$ cat config.mk
export PLATFORM = sky130hd
export DESIGN_NAME = usb_rx_flat
export DESIGN_NICKNAME = d
export VERILOG_FILES = /design/src/rtl/usb_rx_pkg.sv /design/src/rtl/usb_rx_if.sv /design/src/rtl/usb_rx_bit_decoder.sv /design/src/rtl/usb_rx.sv /design/src/flat_wrapper.sv
export SDC_FILE = /design/constraint.sdc
export NUM_CORES = 1
export LEC_CHECK = 0
export CAP_MARGIN = 20
export CORE_MARGIN = 2
export CORE_UTILIZATION = 51
export DETAILED_ROUTE_END_ITERATION = 10
export HOLD_SLACK_MARGIN = 0.1
export PLACE_DENSITY = 0.69
export SLEW_MARGIN = 20
export SYNTH_ARGS = -nofsm -noshare
export SYNTH_HDL_FRONTEND = slang
export SYNTH_SLANG_ARGS = --single-unit
$ cat constraint.sdc
create_clock -name clk -period 5.45 [get_ports clk]
set_clock_uncertainty 0.05 [all_clocks]
set_input_delay 1.3625 -clock clk [delete_from_list [all_inputs] [get_ports clk]]
set_output_delay 1.3625 -clock clk [all_outputs]
set_load 0.005 [all_outputs]
$ cat src/rtl/usb_rx_pkg.sv
// Shared types and constants for the USB full-speed receiver.
package usb_rx_pkg;

    // Packet status codes reported on rx_packet
    typedef enum logic [2:0] {
        PKT_NONE  = 3'b000,
        PKT_IN    = 3'b001,
        PKT_OUT   = 3'b010,
        PKT_DATA  = 3'b011,
        PKT_ACK   = 3'b100,
        PKT_DONE  = 3'b101,
        PKT_NAK   = 3'b110,
        PKT_ERROR = 3'b111
    } rx_packet_t;

    // Receiver FSM states
    typedef enum logic [2:0] {
        ST_IDLE,
        ST_SYNC,
        ST_PID,
        ST_DATA,
        ST_EOP,
        ST_ERROR
    } rx_state_t;

    // Line states, encoded as {d_plus, d_minus}
    typedef enum logic [1:0] {
        LINE_SE0 = 2'b00,
        LINE_K   = 2'b01,
        LINE_J   = 2'b10,
        LINE_SE1 = 2'b11
    } line_t;

    localparam logic [7:0] SYNC_BYTE = 8'h80;

    localparam logic [7:0] PID_IN    = 8'h69;
    localparam logic [7:0] PID_OUT   = 8'hE1;
    localparam logic [7:0] PID_DATA0 = 8'hC3;
    localparam logic [7:0] PID_DATA1 = 8'h4B;
    localparam logic [7:0] PID_ACK   = 8'hD2;
    localparam logic [7:0] PID_NAK   = 8'h5A;

    // Upper nibble must be the bitwise complement of the lower nibble
    function automatic logic pid_ok(input logic [7:0] pid);
        return pid[7:4] == ~pid[3:0];
    endfunction

    // Map a PID byte to its status code; unsupported PIDs are errors
    function automatic rx_packet_t pid_decode(input logic [7:0] pid);
        rx_packet_t code;
        case (pid)
            PID_IN:               code = PKT_IN;
            PID_OUT:              code = PKT_OUT;
            PID_DATA0, PID_DATA1: code = PKT_DATA;
            PID_ACK:              code = PKT_ACK;
            PID_NAK:              code = PKT_NAK;
            default:              code = PKT_ERROR;
        endcase
        return code;
    endfunction

endpackage

$ cat src/rtl/usb_rx_if.sv
// Line inputs and endpoint-side outputs of the USB receiver.
interface usb_rx_if;
    import usb_rx_pkg::*;

    logic       d_plus;
    logic       d_minus;
    rx_packet_t rx_packet;
    logic [7:0] rx_packet_data;
    logic       store_rx_packet_data;

    // Bus side: drives the line, observes receiver results
    modport master (
        output d_plus, d_minus,
        input  rx_packet, rx_packet_data, store_rx_packet_data
    );

    // Receiver side
    modport slave (
        input  d_plus, d_minus,
        output rx_packet, rx_packet_data, store_rx_packet_data
    );
endinterface

$ cat src/rtl/usb_rx_bit_decoder.sv
// Line synchronizer, bit timing recovery, NRZI decode and bit de-stuffing.
// All per-bit outputs are single-cycle pulses qualified by the mid-bit sample.
module usb_rx_bit_decoder #(
    parameter int unsigned CLKS_PER_BIT = 10
) (
    input  logic clk,
    input  logic n_rst,
    input  logic d_plus,
    input  logic d_minus,
    input  logic clear,
    output logic rx_bit,
    output logic bit_valid,
    output logic se0,
    output logic stuff_err,
    output logic j_bit,
    output logic line_j,
    output logic jk_edge
);
    localparam int unsigned CW = $clog2(CLKS_PER_BIT);
    localparam logic [CW-1:0] HALF = CW'(CLKS_PER_BIT / 2);
    localparam logic [CW-1:0] LAST = CW'(CLKS_PER_BIT - 1);

    logic [1:0]    dp_sync;
    logic [1:0]    dm_sync;
    logic          dp;
    logic          dm;
    logic          dp_prev;
    logic          dm_prev;
    logic          dp_edge;
    logic          line_k;
    logic          line_se0;
    logic [CW-1:0] timer;
    logic          sample;
    logic          prev_level;
    logic [2:0]    ones;
    logic          stuff_slot;

    assign dp       = dp_sync[1];
    assign dm       = dm_sync[1];
    assign dp_edge  = dp != dp_prev;
    assign line_j   = dp & ~dm;
    assign line_k   = ~dp & dm;
    assign line_se0 = dp == dm;
    assign jk_edge  = dp_edge && line_k && dp_prev && !dm_prev;

    // Two-flop synchronizer plus previous-value flops for edge detection
    always_ff @(posedge clk) begin
        if (n_rst) begin
            dp_sync <= '1;
            dm_sync <= '0;
            dp_prev <= 1'b1;
            dm_prev <= 1'b0;
        end else begin
            dp_sync <= {dp_sync[0], d_plus};
            dm_sync <= {dm_sync[0], d_minus};
            dp_prev <= dp;
            dm_prev <= dm;
        end
    end

    // Bit timer: resynchronised by every D+ transition, samples mid-bit
    always_ff @(posedge clk) begin
        if (n_rst || dp_edge) begin
            timer <= '0;
        end else if (timer == LAST) begin
            timer <= '0;
        end else begin
            timer <= timer + CW'(1);
        end
    end

    assign sample     = !dp_edge && (timer == HALF);
    assign stuff_slot = ones == 3'd6;
    assign rx_bit     = dp == prev_level;
    assign bit_valid  = sample && !line_se0 && !stuff_slot;
    assign stuff_err  = sample && !line_se0 && stuff_slot && rx_bit;
    assign se0        = sample && line_se0;
    assign j_bit      = sample && line_j;

    // NRZI reference level and run-of-ones counter for de-stuffing
    always_ff @(posedge clk) begin
        if (n_rst || clear) begin
            prev_level <= 1'b1;
            ones       <= '0;
        end else if (sample && !line_se0) begin
            prev_level <= dp;
            if (stuff_slot || !rx_bit) begin
                ones <= '0;
            end else begin
                ones <= ones + 3'd1;
            end
        end
    end

endmodule

$ cat src/rtl/usb_rx.sv
// USB full-speed receiver: SYNC/PID/EOP framing and payload byte delivery.
module usb_rx #(
    parameter int unsigned CLKS_PER_BIT = 10,
    parameter logic [7:0]  SYNC_BYTE    = usb_rx_pkg::SYNC_BYTE
) (
    input  logic     clk,
    input  logic     n_rst,
    usb_rx_if.slave  bus
);
    import usb_rx_pkg::*;

    localparam int unsigned CW = $clog2(CLKS_PER_BIT);
    localparam logic [CW-1:0] LAST = CW'(CLKS_PER_BIT - 1);

    rx_state_t     state;
    rx_state_t     state_nx;
    logic          rx_bit;
    logic          bit_valid;
    logic          se0;
    logic          stuff_err;
    logic          j_bit;
    logic          line_j;
    logic          jk_edge;
    logic [7:0]    shift;
    logic [2:0]    bit_cnt;
    logic [7:0]    byte_nx;
    logic          byte_done;
    logic [CW-1:0] j_cnt;
    logic          j_full;
    rx_packet_t    pkt_q;
    rx_packet_t    pkt_nx;
    logic [7:0]    data_q;
    logic [7:0]    data_nx;
    logic          store_q;
    logic          store_nx;

    usb_rx_bit_decoder #(
        .CLKS_PER_BIT(CLKS_PER_BIT)
    ) u_bit_decoder (
        .clk      (clk),
        .n_rst    (n_rst),
        .d_plus   (bus.d_plus),
        .d_minus  (bus.d_minus),
        .clear    (state == ST_IDLE),
        .rx_bit   (rx_bit),
        .bit_valid(bit_valid),
        .se0      (se0),
        .stuff_err(stuff_err),
        .j_bit    (j_bit),
        .line_j   (line_j),
        .jk_edge  (jk_edge)
    );

    assign byte_nx   = {rx_bit, shift[7:1]};
    assign byte_done = bit_valid && (bit_cnt == 3'd7);
    assign j_full    = line_j && (j_cnt == LAST);

    // LSB-first shift register and bit-in-byte counter
    always_ff @(posedge clk) begin
        if (n_rst || state == ST_IDLE) begin
            shift   <= '0;
            bit_cnt <= '0;
        end else if (bit_valid) begin
            shift   <= byte_nx;
            bit_cnt <= bit_cnt + 3'd1;
        end
    end

    // Measures continuous J while in ERROR
    always_ff @(posedge clk) begin
        if (n_rst || state != ST_ERROR || !line_j) begin
            j_cnt <= '0;
        end else if (!j_full) begin
            j_cnt <= j_cnt + CW'(1);
        end
    end

    // FSM state register
    always_ff @(posedge clk) begin
        if (n_rst) begin
            state <= ST_IDLE;
        end else begin
            state <= state_nx;
        end
    end

    // FSM next-state logic
    always_comb begin
        state_nx = state;
        case (state)
            ST_IDLE: begin
                if (jk_edge) state_nx = ST_SYNC;
            end
            ST_SYNC: begin
                if (se0 || stuff_err) begin
                    state_nx = ST_ERROR;
                end else if (byte_done) begin
                    state_nx = (byte_nx == SYNC_BYTE) ? ST_PID : ST_ERROR;
                end
            end
            ST_PID: begin
                if (se0 || stuff_err) begin
                    state_nx = ST_ERROR;
                end else if (byte_done) begin
                    if (pid_ok(byte_nx) && pid_decode(byte_nx) != PKT_ERROR) begin
                        state_nx = ST_DATA;
                    end else begin
                        state_nx = ST_ERROR;
                    end
                end
            end
            ST_DATA: begin
                if (stuff_err) begin
                    state_nx = ST_ERROR;
                end else if (se0) begin
                    state_nx = (bit_cnt == 3'd0) ? ST_EOP : ST_ERROR;
                end
            end
            ST_EOP: begin
                if (j_bit) begin
                    state_nx = ST_IDLE;
                end else if (bit_valid || stuff_err) begin
                    state_nx = ST_ERROR;
                end
            end
            ST_ERROR: begin
                if (j_full) state_nx = ST_IDLE;
            end
            default: state_nx = ST_ERROR;
        endcase
    end

    // FSM output logic: next values of the registered outputs
    always_comb begin
        pkt_nx   = pkt_q;
        data_nx  = data_q;
        store_nx = 1'b0;
        case (state)
            ST_PID: begin
                if (state_nx == ST_DATA) pkt_nx = pid_decode(byte_nx);
            end
            ST_DATA: begin
                if (byte_done) begin
                    data_nx  = byte_nx;
                    store_nx = 1'b1;
                end
            end
            ST_EOP: begin
                if (state_nx == ST_IDLE) pkt_nx = PKT_DONE;
            end
            default: ;
        endcase
        if (state_nx == ST_ERROR) pkt_nx = PKT_ERROR;
    end

    // Output registers
    always_ff @(posedge clk) begin
        if (n_rst) begin
            pkt_q   <= PKT_NONE;
            data_q  <= '0;
            store_q <= 1'b0;
        end else begin
            pkt_q   <= pkt_nx;
            data_q  <= data_nx;
            store_q <= store_nx;
        end
    end

    assign bus.rx_packet            = pkt_q;
    assign bus.rx_packet_data       = data_q;
    assign bus.store_rx_packet_data = store_q;

endmodule

$ cat src/flat_wrapper.sv
// flat-port wrapper written by rule: the top's interface ports become plain ports
module usb_rx_flat import usb_rx_pkg::*;
#(
    parameter int unsigned CLKS_PER_BIT = 10,
    parameter logic [7:0]  SYNC_BYTE    = usb_rx_pkg::SYNC_BYTE
)
  (clk, n_rst, bus_d_plus, bus_d_minus, bus_rx_packet, bus_rx_packet_data, bus_store_rx_packet_data);
  usb_rx_if bus_i ();
  input  logic clk;
  input  logic n_rst;
  input wire logic [$bits(bus_i.d_plus)-1:0] bus_d_plus;
  input wire logic [$bits(bus_i.d_minus)-1:0] bus_d_minus;
  output wire logic [$bits(bus_i.rx_packet)-1:0] bus_rx_packet;
  output wire logic [$bits(bus_i.rx_packet_data)-1:0] bus_rx_packet_data;
  output wire logic [$bits(bus_i.store_rx_packet_data)-1:0] bus_store_rx_packet_data;
  assign bus_i.d_plus = bus_d_plus;
  assign bus_i.d_minus = bus_d_minus;
  assign bus_rx_packet = bus_i.rx_packet;
  assign bus_rx_packet_data = bus_i.rx_packet_data;
  assign bus_store_rx_packet_data = bus_i.store_rx_packet_data;
  usb_rx #(.CLKS_PER_BIT(CLKS_PER_BIT), .SYNC_BYTE(SYNC_BYTE)) u_core (.clk(clk), .n_rst(n_rst), .bus(bus_i));
endmodule
==> results_dict.tcl <==
set metrics [dict create \
    hold_end "u_core.u_bit_decoder.dp_sync[1]$_SDFF_PP1_" \
    viasPerCell 5.56 \
    cts-root-buf "clkbuf_8" \
    p_sw_share_pct 21.3 \
    gp_congestion 0.840 \
    drc 0 \
    fmax_mhz 324 \
    dr.first_iter.drc_count 152 \
    synthArstFlopShare_pct 0 \
    dpl.hpwl_microns 3080 \
    antenna_found_initial 0 \
    routed_wl_microns 4300 \
    clkPwrFrac_pct 41.4 \
    cts-htree-levels 2 \
    synth_seq_area_share_pct 38.4 \
    fin_tns_setup_ns 0 \
    dp_cells 300 \
    instances_no_fill 307 \
    postPlaceCellArea_sq_mm 0.00240 \
    fin_ws_ns 2.36 \
    min_from "u_core.u_bit_decoder.dp_sync[0]$_SDFF_PP1_" \
    worst_setup_path_start_kind "input port" \
    ys_warn_count 0 \
    p_int_uw 461 \
    syn_nets 258 \
    critPathCaptureType "flip-flop" \
    drive_gt1_share_pct 10.2 \
    fp.dieArea_sq_mm 0.00494 \
    grt_util_all_layers_pct 18.5 \
    mappedNetlistArea_sq_mm 0.00224 \
    hp-class "flip-flop to flip-flop" \
    cap_violations 0 \
    cts_tree "built" \
    grt_start_max_net_pins 23 \
    wl_per_cell_microns 14.0 \
    syn-instance-count 243 \
    worstMarginPinSlew_ns 0.818 \
    grt_pass1_vias 1566 \
    insertedDiodeCount 0 \
    synth_edf_count 0 \
    firstDrtPassIters 4 \
    seqPwrFrac_pct 54.8 \
    core_area_sq_mm 0.00429 \
    slew_headroom_pct 45.3 \
    synthDistinctLibCells 58 \
    multiInputGateArea_sq_mm 0.00128 \
    clk_latency_ns 0.30 \
    reg2reg_depth 8 \
    overflow 0 \
    final_hold_viol_count 0 \
    final-seq-area_sq_um 861 \
    final_nets 270 \
    ys_ff_latch 43 \
    syn_to_final_growth_pct 12.1 \
    vias 1706 \
    finalCriticalPeriod_ns 3.09 \
    grt_pass1_wl_microns 7400 \
    crit_required_ns 5.56 \
    status "completed" \
    cts_hold_buf 0 \
    p_sw_uw 125 \
    port_buffers 15 \
    post-cts-setup-buffers 0 \
    setup_viol_count_final 0 \
    cts.clk_slew.worst_paths_ns 0.08 \
    hold_depth 1 \
    io_pins 16 \
    fin_crit_sh_pct 56.6 \
    ys.flop_type "dfxtp_1" \
    vdd_drop_max_uv 143 \
    postLayoutCellArea_sq_mm 0.00251 \
    leakage_uw 0.000920 \
    die_y_microns 70.3 \
    postSynthAreaPerCell_sq_um 9.22 \
    pwr-share-comb_pct 3.8 \
    clockBufferDepth 2 \
    cts_sinks 43 \
    ant_nets 0 \
    critPathArrivalTime_ns 3.20 \
    slew_viol_final 0 \
    initial_core_util_pct 52.2 \
    nFillCells 387 \
    reg2reg_from "u_core.u_bit_decoder.dp_sync[1]$_SDFF_PP1_" \
    die_w_microns 70.3 \
    reg2reg_slack_ns 2.50 \
    crit_start "n_rst" \
    pre_cts_slack_ns 1.99 \
    power.total_uw 586 \
    crit_type "input port to flip-flop" \
    critPathMaxFanout 22 \
    cts_resized 0 \
    powerDensity_mw_per_mm2 233 \
    rows 24 \
    cts_inserted_buffers 5 \
    rsz0062_at_grt "false" \
    reg2reg_to "u_core.bus.rx_packet[2]$_SDFFE_PP0P_" \
]
==> layout make-up <==
type | instances | area share [%]
inverter | 13 | 1.94
multi-input combinational | 177 | 51.0
clock buffer | 5 | 2.74
sequential | 43 | 34.3
tap | 52 | 2.59
clock inverter | 2 | 1.49
timing repair buffer | 15 | 5.98
==> critical path, cell delays in order <==
cell	delay, ns
clkdlybuf4s50_1	1.00
or2_0	0.71
nor2_1	0.11
==> registers in the layout (all words and copies together) (netlist names) <==
| name | flops |
|---|---|
| u_core.j_cnt | 4 |
| u_core.bus.store_rx_packet_data | 1 |
| u_core.bus.rx_packet_data | 8 |
| u_core.u_bit_decoder.prev_level | 1 |
| u_core.u_bit_decoder.ones | 3 |
| u_core.u_bit_decoder.timer | 4 |
| u_core.u_bit_decoder.dm_prev | 1 |
| u_core.bus.rx_packet | 3 |
| u_core.bit_cnt | 3 |
| u_core.u_bit_decoder.dm_sync | 2 |
| u_core.u_bit_decoder.dp_sync | 2 |
| u_core.u_bit_decoder.dp_prev | 1 |
| u_core.shift | 7 |
| u_core.state | 3 |
==> per-stage QoR <==
step                      util (%)  hold WS [ns]
after detailed placement      56.0         0.345
after CTS                     58.5         0.365
after global routing          58.5         0.373
after floorplan                  -         0.339
after global placement        56.0         0.343
final                         58.5         0.364
==> logic make-up (layout without fill, tap and decap cells) <==
logic type,Yosys count,count (layout),share of synthesized area (%)
AND/OR/NAND/NOR,100,100,23.7
flip-flops,43,43,38.4
AO/OA/AOI/OAI,41,41,15.4
buffers and inverters,23,35,4.47
multiplexers,14,14,6.48
adder cells (fa/ha/maj),11,11,6.14
XOR/XNOR,11,11,5.47
==> power by group through the flow <==
stage | clock [uW] | sequential [uW] | combinational, uW
global route | 258 | 322 | 25.2
finish | 243 | 321 | 22.5
CTS | 246 | 321 | 22.8
floorplan | 0 | 327 | 17.8
detailed placement | 0 | 329 | 22.8
global placement | 0 | 328 | 22.4
==> cell usage after synthesis (3+ instances only) <==
library cell,instances,share of area [%]
a21oi_1,12,2.7
and2_1,4,1.1
buf_2,5,1.1
clkbuf_1,4,0.67
dfxtp_1,43,38
ha_1,11,6.1
inv_1,13,2.2
mux2i_1,13,5.8
nand2_1,16,2.7
nand3_1,6,1.3
nand3b_1,4,1.3
nor2_1,39,6.5
nor2b_1,3,0.84
nor3_1,6,1.3
nor4_1,3,0.84
xnor2_1,4,1.6
xor2_1,5,2.0
==> metal layers <==
metal / part of all wire (%) / vias up / GRT usage [%]
li1: - / 875 / -
met1: 50 / 781 / 26.2
met2: 44 / 43 / 27.9
met3: 4.9 / 7 / 4.33
met4: 1.3 / 0 / 5.77
met5: 0 / - / 0
==> worst max path at each step <==
stage,endpoint,depth (start not counted),slack (ns)
after floorplan,u_core.bus.rx_packet[2]$_SDFFE_PP0P_,9,2.88
after global placement,u_core.u_bit_decoder.prev_level$_SDFFE_PP1P_,3,2.06
after detailed placement,u_core.u_bit_decoder.ones[1]$_SDFFE_PP0P_,3,1.99
after CTS,u_core.u_bit_decoder.ones[1]$_SDFFE_PP0P_,3,2.31
after global routing,u_core.u_bit_decoder.ones[1]$_SDFFE_PP0P_,3,2.18
final,u_core.shift[5]$_SDFFE_PP0P_,3,2.36
==> cells in the final DEF (no fill, tap or decap), types with 2 or more instances in the layout <==
cell	Yosys	layout
a2111oi_0	2	2
a211oi_1	2	2
a21oi_1	12	12
a221oi_2	2	2
a31oi_1	2	2
and2_1	4	4
clkbuf_8	0	5
clkdlybuf4s50_1	0	15
dfxtp_1	43	43
ha_1	11	11
inv_1	13	13
mux2i_1	13	13
nand2_1	16	16
nand3_1	6	6
nand3b_1	4	4
nand4_1	2	2
nand4b_1	2	2
nor2_1	39	39
nor2b_1	3	3
nor3_1	6	6
nor3_4	2	2
nor4_1	3	3
o21ai_0	2	2
o22ai_1	2	2
o41ai_2	2	2
or2_2	2	2
xnor2_1	4	4
xor2_1	5	5
Power figures use the tool's default switching activity.
